[config.mk]
export PLATFORM = sky130hd
export DESIGN_NAME = sensor_node_responder
export DESIGN_NICKNAME = d
export VERILOG_FILES = /design/src/rtl/sensor_link_pkg.sv /design/src/rtl/rx_frame_timer.sv /design/src/rtl/sensor_node_responder.sv
export SDC_FILE = /design/constraint.sdc
export NUM_CORES = 1
export LEC_CHECK = 0
export CAP_MARGIN = 20
export CORE_MARGIN = 5
export CORE_UTILIZATION = 45
export DETAILED_ROUTE_END_ITERATION = 10
export PLACE_DENSITY = 0.79
export SYNTH_ARGS = -nofsm -noshare
export SYNTH_HDL_FRONTEND = slang
export SYNTH_SLANG_ARGS = --single-unit
[constraint.sdc]
create_clock -name clk -period 5 [get_ports clk]
set_input_delay 1 -clock clk [delete_from_list [all_inputs] [get_ports clk]]
set_output_delay 1 -clock clk [all_outputs]
set_load 0.005 [all_outputs]
[src/rtl/sensor_link_pkg.sv]
// Shared definitions for the 2-byte sensor request link (monitor encoder and node responder).
// Latency: n/a (types, constants and a combinational helper only).
// Backpressure: n/a.
// Contents: header nibble, NAK byte, field widths, request header struct,
//   responder state enum, value-bank lookup helper.
// Optional feature macro: SENSOR_RESP_CHECKSUM_EN adds the checksum reply states.
package sensor_link_pkg;

   localparam logic [3:0] HDR_NIBBLE  = 4'b0100;
   localparam logic [7:0] NAK_BYTE    = 8'hEE;
   localparam int         ROOM_W      = 2;
   localparam int         SENSOR_W    = 2;
   localparam int         VAL_W       = 8;
   localparam int         NUM_ROOMS   = 1 << ROOM_W;
   localparam int         NUM_SENSORS = 1 << SENSOR_W;
   localparam int         NUM_VALUES  = NUM_ROOMS * NUM_SENSORS;

   // Request byte 1 as seen on the wire: {hdr nibble, room, sensor}.
   typedef struct packed {
      logic [3:0]          hdr;
      logic [ROOM_W-1:0]   room;
      logic [SENSOR_W-1:0] sensor;
   } req_hdr_t;

   typedef enum logic [3:0] {
      IDLE    = 4'd0,
      WAIT_B2 = 4'd1,
      TURN    = 4'd2,
      TX_B1   = 4'd3,
      DONE_B1 = 4'd4,
      TX_B2   = 4'd5,
      DONE_B2 = 4'd6
`ifdef SENSOR_RESP_CHECKSUM_EN
      ,
      TX_CK   = 4'd7,
      DONE_CK = 4'd8
`endif
   } resp_state_t;

   // value[r*NUM_SENSORS+s] lives at bits [(r*NUM_SENSORS+s)*VAL_W +: VAL_W].
   function automatic logic [VAL_W-1:0] pick_value(
      input logic [NUM_VALUES*VAL_W-1:0] data,
      input logic [ROOM_W-1:0]           room,
      input logic [SENSOR_W-1:0]         sensor
   );
      logic [NUM_VALUES-1:0][VAL_W-1:0] vals;
      vals = data;
      return vals[{room, sensor}];
   endfunction

endpackage

[src/rtl/rx_frame_timer.sv]
// Inter-byte gap timer: 32-bit saturating counter with a timeout flag.
// Latency: timeout is combinational from the count; it asserts on the LIMIT-th enabled cycle after clear.
// Backpressure: none; clear has priority over enable.
// Ports: clk, rst_n (async, active low), clear (restart at zero), enable (count this cycle),
//   timeout (high while enabled and LIMIT cycles have elapsed since clear).
module rx_frame_timer #(
   parameter int unsigned LIMIT = 25_000
) (
   input  logic clk,
   input  logic rst_n,
   input  logic clear,
   input  logic enable,
   output logic timeout
);

   localparam logic [31:0] LIMIT_M1 = (LIMIT == 0) ? 32'd0 : 32'(LIMIT - 1);

   logic [31:0] count;

   // Saturates at all-ones so an abandoned frame can never wrap back under the limit.
   always_ff @(posedge clk or negedge rst_n) begin
      if (!rst_n) begin
         count <= '0;
      end else if (clear) begin
         count <= '0;
      end else if (enable && (count != '1)) begin
         count <= count + 32'd1;
      end
   end

   assign timeout = enable && !clear && (count >= LIMIT_M1);

endmodule

[src/rtl/sensor_node_responder.sv]
// Sensor node responder: decodes a 2-byte request from the UART and replies with ACK+value or NAK.
// Latency: req_valid/err_header one cycle after byte 2; first reply byte TURNAROUND_CYCLES idle cycles later.
// Backpressure: each reply byte waits for !tx_active, then for tx_done; rx bytes during a reply are dropped (rx_overrun).
// Ports: clk, rst_n; rx_dv/rx_byte from UART rx; tx_active/tx_done from UART tx; tx_dv/tx_byte to UART tx;
//   sensor_data (16 x 8-bit bank); busy; req_valid/req_room/req_sensor; err_timeout, err_header, rx_overrun pulses.
// Optional feature macro: SENSOR_RESP_CHECKSUM_EN appends byte1^value as a third ACK byte.
module sensor_node_responder
   import sensor_link_pkg::*;
#(
   parameter int unsigned CLK_FREQ_HZ       = 25_000_000,
   parameter int unsigned RX_TIMEOUT_CYCLES = CLK_FREQ_HZ / 1000,
   parameter int unsigned TURNAROUND_CYCLES = 16
) (
   input  logic                         clk,
   input  logic                         rst_n,
   input  logic                         rx_dv,
   input  logic [7:0]                   rx_byte,
   input  logic                         tx_active,
   input  logic                         tx_done,
   output logic                         tx_dv,
   output logic [7:0]                   tx_byte,
   input  logic [NUM_VALUES*VAL_W-1:0]  sensor_data,
   output logic                         busy,
   output logic                         req_valid,
   output logic [ROOM_W-1:0]            req_room,
   output logic [SENSOR_W-1:0]          req_sensor,
   output logic                         err_timeout,
   output logic                         err_header,
   output logic                         rx_overrun
);

   localparam int TURN_W = (TURNAROUND_CYCLES > 1) ? $clog2(TURNAROUND_CYCLES) : 1;
   localparam logic [TURN_W-1:0] TURN_LAST = TURN_W'(TURNAROUND_CYCLES - 1);

   resp_state_t       state, state_nxt;
   req_hdr_t          byte1_q;
   logic [7:0]        byte1_raw;
   logic [VAL_W-1:0]  value_q;
   logic              reply_ack;
   logic [TURN_W-1:0] turn_cnt;

   logic              ld_b1, decode, hdr_ok;
   logic              timer_clr, timer_en, rx_timeout;
   logic              tx_launch;
   logic [7:0]        tx_byte_nxt;
   logic              err_timeout_nxt, overrun_nxt;

   assign byte1_raw = byte1_q;
   assign hdr_ok    = (byte1_q.hdr == HDR_NIBBLE);
   // Bytes arriving while the reply is being prepared or sent are not queued.
   assign overrun_nxt = rx_dv && (state != IDLE) && (state != WAIT_B2);

   rx_frame_timer #(
      .LIMIT   (RX_TIMEOUT_CYCLES)
   ) u_rx_frame_timer (
      .clk     (clk),
      .rst_n   (rst_n),
      .clear   (timer_clr),
      .enable  (timer_en),
      .timeout (rx_timeout)
   );

   always_ff @(posedge clk or negedge rst_n) begin
      if (!rst_n) begin
         state <= IDLE;
      end else begin
         state <= state_nxt;
      end
   end

   always_comb begin
      state_nxt       = state;
      ld_b1           = 1'b0;
      decode          = 1'b0;
      timer_clr       = 1'b0;
      timer_en        = 1'b0;
      tx_launch       = 1'b0;
      tx_byte_nxt     = tx_byte;
      err_timeout_nxt = 1'b0;
      case (state)
         IDLE: begin
            if (rx_dv) begin
               ld_b1     = 1'b1;
               timer_clr = 1'b1;
               state_nxt = WAIT_B2;
            end
         end
         WAIT_B2: begin
            timer_en = 1'b1;
            // A byte landing on the timeout cycle still completes the frame.
            if (rx_dv) begin
               decode    = 1'b1;
               state_nxt = TURN;
            end else if (rx_timeout) begin
               err_timeout_nxt = 1'b1;
               state_nxt       = IDLE;
            end
         end
         TURN: begin
            if (turn_cnt == TURN_LAST) begin
               state_nxt = TX_B1;
            end
         end
         TX_B1: begin
            if (!tx_active) begin
               tx_launch   = 1'b1;
               tx_byte_nxt = reply_ack ? byte1_raw : NAK_BYTE;
               state_nxt   = DONE_B1;
            end
         end
         DONE_B1: begin
            if (tx_done) begin
               state_nxt = reply_ack ? TX_B2 : IDLE;
            end
         end
         TX_B2: begin
            if (!tx_active) begin
               tx_launch   = 1'b1;
               tx_byte_nxt = value_q;
               state_nxt   = DONE_B2;
            end
         end
         DONE_B2: begin
            if (tx_done) begin
`ifdef SENSOR_RESP_CHECKSUM_EN
               state_nxt = TX_CK;
`else
               state_nxt = IDLE;
`endif
            end
         end
`ifdef SENSOR_RESP_CHECKSUM_EN
         TX_CK: begin
            if (!tx_active) begin
               tx_launch   = 1'b1;
               tx_byte_nxt = byte1_raw ^ value_q;
               state_nxt   = DONE_CK;
            end
         end
         DONE_CK: begin
            if (tx_done) begin
               state_nxt = IDLE;
            end
         end
`endif
         default: state_nxt = IDLE;
      endcase
   end

   // Registered outputs, frame capture and turnaround counting.
   always_ff @(posedge clk or negedge rst_n) begin
      if (!rst_n) begin
         byte1_q     <= '0;
         value_q     <= '0;
         reply_ack   <= 1'b0;
         turn_cnt    <= '0;
         tx_dv       <= 1'b0;
         tx_byte     <= '0;
         busy        <= 1'b0;
         req_valid   <= 1'b0;
         req_room    <= '0;
         req_sensor  <= '0;
         err_timeout <= 1'b0;
         err_header  <= 1'b0;
         rx_overrun  <= 1'b0;
      end else begin
         tx_dv       <= tx_launch;
         busy        <= (state_nxt != IDLE);
         req_valid   <= decode && hdr_ok;
         err_header  <= decode && !hdr_ok;
         err_timeout <= err_timeout_nxt;
         rx_overrun  <= overrun_nxt;
         turn_cnt    <= (state == TURN) ? turn_cnt + 1'b1 : '0;
         if (tx_launch) begin
            tx_byte <= tx_byte_nxt;
         end
         if (ld_b1) begin
            byte1_q <= rx_byte;
         end
         if (decode) begin
            reply_ack <= hdr_ok;
            // Value is frozen here; later bank updates do not reach this reply.
            if (hdr_ok) begin
               value_q    <= pick_value(sensor_data, byte1_q.room, byte1_q.sensor);
               req_room   <= byte1_q.room;
               req_sensor <= byte1_q.sensor;
            end
         end
      end
   end

endmodule

==> impl_results.md <==
- I/O pins: 159
- Via count: approximately 4,300
- Routed WL per cell: between 15 and 20 um
- Clk root buf: clkbuf_8
- RSZ-0062 raised after global routing: no
- Top-area cell type share of the netlist area: 40.31%
- Layout cells sized above 1: between 10% and 20%
- Vias in the first global route: between 4,000 and 5,000
- Residual DRC: 0
- Seq cells post-synth: 75
- Slew of the pin with the lowest slew margin: roughly 0.99 ns
- Worst VDD drop: between 0.2 and 0.25 mV
- Crit. End Element: register
- CP Class: in -> reg
- Critical path's top delay family: simple AND/OR/NAND/NOR gates
- Met3 usage: roughly 5.1%
- Die Height: between 100 and 150 um
- Initial antenna violation count: 0
- Min Tclk post-route: roughly 2.6 ns
- DIE AREA: roughly 0.012 mm^2
- Core footprint: 0.01018 mm^2
- FP Rows: 37
- Sequential fraction of the synthesis area: 40.31%
- Pre-Repair DR Iteration Count: 5
- Diodes inserted: 0
- PortBufs: 158
- Nets@finish: around 740
- Status: completed
- Min Hold Slack: approximately 0.48 ns
- Worst R2R End: value_q[1]$_DFFE_PN0P_
- Hold_sp: turn_cnt[0]$_DFF_PN0_
- Detailed Place HPWL: roughly 11 mm
- WHS Path Cells: 1
- GRT overflow: 0
- Drt via density: about 5.9
- Period utilization: 52.67%
- Leakage Power: about 2.6 nW
- CTS Buf Count: 9
- Post-Syn Area per Cell: a little over 10 um^2
- Met1 Track Usage GR: 27.17%
- CP Buf/Inv Count: 2
- Slowest stage cell, crit path: and3b_1
- Final Hold Viols: 0
- Mapped Area: between 0.004 and 0.005 mm^2
- Die Width: ~110 um
- Hold_buf cts: 0
- Largest cells by area after synthesis: dfrtp_1 (40%), mux4_2 (15%), nand2_1 (5.9%)
- Worst hold endpoint: turn_cnt[0]$_DFF_PN0_
- Final setup margin: around 2.4 ns
- Clock tree from TritonCTS: built
- Clock tree buffer depth: 2
- Most used cell, CP: nand2_1
- NetSw: 0.0006232 W
- Max-slew headroom: between 30% and 40%
- Flop pwr share: between 40% and 50%
- Worst-Skew Late Latency: approximately 0.36 ns
- Worst Setup Start Kind: primary input
- Max-slew violations: 0
- Largest net degree at the start of global routing: 44
- Max incr delay on CP: roughly 0.84 ns
- Post-synth EDFFs: 0
- Clock-pin slew on the worst setup and hold paths: ~0.08 ns
- HP Class: reg -> reg
- Critical R2R Launch: state[1]$_DFF_PN0_
- CTS sink count: 75
- Post-route ant nets: 0
- Post-CTS setup buffer count: 0
- Synth area leader: dfrtp_1
- Fin util: approximately 64%
- Internal: between 0.001 and 0.0015 W
- Resized Gates After CTS: 0
- M2 GR Usage: about two fifths
- Post-Place Worst Slack: 2.023 ns
- Wirelength, routed: ~14 mm
- CP cell instances: clkdlybuf4s50_1, and3b_1, buf_4, nand2_1, nand2_1
- Final setup fails: 0
- Initial Util: about 46%
- Ys async rst share: 100.0%
- Data required time of the worst path: around 5.3 ns
- Fmax: 379.7 MHz
- Layer with the highest usage: met2
- Clk pwr share: ~25%
- First-pass GRT wire length: ~22 mm
- Post-Syn Nets: a little under 600
- 1st-iter DRT viols: about 320
- Max Cap Violations: 0
- Post-synthesis cell count: 450
- Critical Path Fanout Max: 25
- Worst r2r path cells: 5
- Clock skew: between 0.01 and 0.015 ns
- Net switching fraction of the power: 30.21%
- H-Tree Depth: 3
- Post-synthesis cell type count: between 50 and 60
- Total global-route track usage: 22.15%
- Top_reg_cell synth: dfrtp_1
- Placer Congestion: 0.8865
- Final setup TNS: 0 ns
- Reg2reg setup slack: roughly 2.6 ns
- Synth warn: 0
- Area Overhead vs Synth: 40.07%
- Combinational share of power: between 30% and 40%
- Worst EP arrival: just under 3 ns
- PD cells: around 320 mW/mm^2
[layer usage]
layer | wire length [um] | part of all wire, %
met5 | 0 | 0
met4 | 348 | 2.6
met3 | 900 | 6.6
met2 | 6900 | 51
met1 | 5478 | 40
[sequential cells by signal, summed over array words and instances, names as in the netlist]
name,count
u_rx_frame_timer.count,32
byte1_q,8
tx_byte,8
value_q,8
state,4
turn_cnt,4
req_room,2
req_sensor,2
busy,1
err_header,1
err_timeout,1
reply_ack,1
req_valid,1
rx_overrun,1
tx_dv,1
[power groups by stage]
stage / combinational, W / clock (W) / sequential, W
2_1_floorplan: 0.000487 / 0 / 0.000770
3_3_place_gp: 0.000675 / 0 / 0.000872
3_5_place_dp: 0.000685 / 0 / 0.000875
4_1_cts: 0.000688 / 0.000518 / 0.000863
5_1_grt: 0.000795 / 0.000544 / 0.000845
6_report: 0.000727 / 0.000511 / 0.000825
[kinds of logic after synthesis]
| kind of cell | count (synthesis) | synth area share, % |
|---|---|---|
| AND/OR/NAND/NOR | 183 | 21.31 |
| AO/OA/AOI/OAI | 97 | 12.93 |
| flip-flops | 75 | 40.31 |
| multiplexers | 53 | 20.26 |
| buffers and inverters | 33 | 3.440 |
| XOR/XNOR | 6 | 1.129 |
| adder cells (fa/ha/maj) | 2 | 0.5374 |
| other | 1 | 0.08055 |
[how the worst max path moves through the flow]
stage | slack (ns) | start | cells after the start | to
2_1_floorplan | 2.93 | u_rx_frame_timer.count[0]$_DFFE_PN0P_ | 7 | u_rx_frame_timer.count[27]$_DFFE_PN0P_
3_3_place_gp | 2.08 | rx_dv | 5 | byte1_q[7]$_DFFE_PN0P_
3_5_place_dp | 2.02 | rx_dv | 5 | byte1_q[6]$_DFFE_PN0P_
4_1_cts | 2.38 | rx_dv | 5 | byte1_q[6]$_DFFE_PN0P_
5_1_grt | 2.21 | rx_dv | 5 | byte1_q[6]$_DFFE_PN0P_
6_report | 2.37 | rx_dv | 5 | byte1_q[6]$_DFFE_PN0P_
[cells in the final DEF, fill, tap and decap left out, drive strengths merged, types with 9 or more instances in the layout]
cell	n
mux4	32
nand2	73
a21oi	28
o31ai	11
clkbuf	9
or3	13
nor2	20
o21ai	31
or4	11
mux2i	11
nand4	11
nand3b	10
clkdlybuf4s50	157
mux2	10
dfrtp	75
nand3	11
[area by class of cell]
class,count,area [um^2]
flip-flops and latches,75,1878
fillers,834,3664
clock buffers,9,123.9
repair buffers,162,1619
well taps,136,170.2
inverters,5,18.77
clock inverters,7,92.59
multi-input cells,342,2619
[cell usage after synthesis, types with 3 or more instances]
master / number
dfrtp_1: 75
nand2_1: 73
mux4_2: 32
o21ai_0: 31
a21oi_1: 28
nor2_1: 20
or3_1: 13
clkbuf_1: 11
mux2i_1: 11
nand3_1: 11
nand4_1: 11
o31ai_1: 11
or4_1: 11
mux2_2: 10
nand3b_1: 10
buf_2: 8
buf_1: 5
inv_1: 5
nor3_1: 5
nor4_1: 5
o211ai_1: 5
a31oi_1: 4
xor2_1: 4
a22oi_1: 3
and3_1: 3
and4_1: 3
buf_6: 3
nand2b_1: 3
nor2b_1: 3
[per-stage QoR]
| step | area [um^2] | total power, W | instances |
|---|---|---|---|
| 2_1_floorplan | 4656 | 0.001256 | 450 |
| 3_3_place_gp | 6285 | 0.001547 | 719 |
| 3_5_place_dp | 6285 | 0.001560 | 719 |
| 4_1_cts | 6501 | 0.002069 | 735 |
| 5_1_grt | 6521 | 0.002184 | 736 |
| 6_report | 6521 | 0.002063 | 736 |
Note: power is estimated with default switching activity, not from simulation.
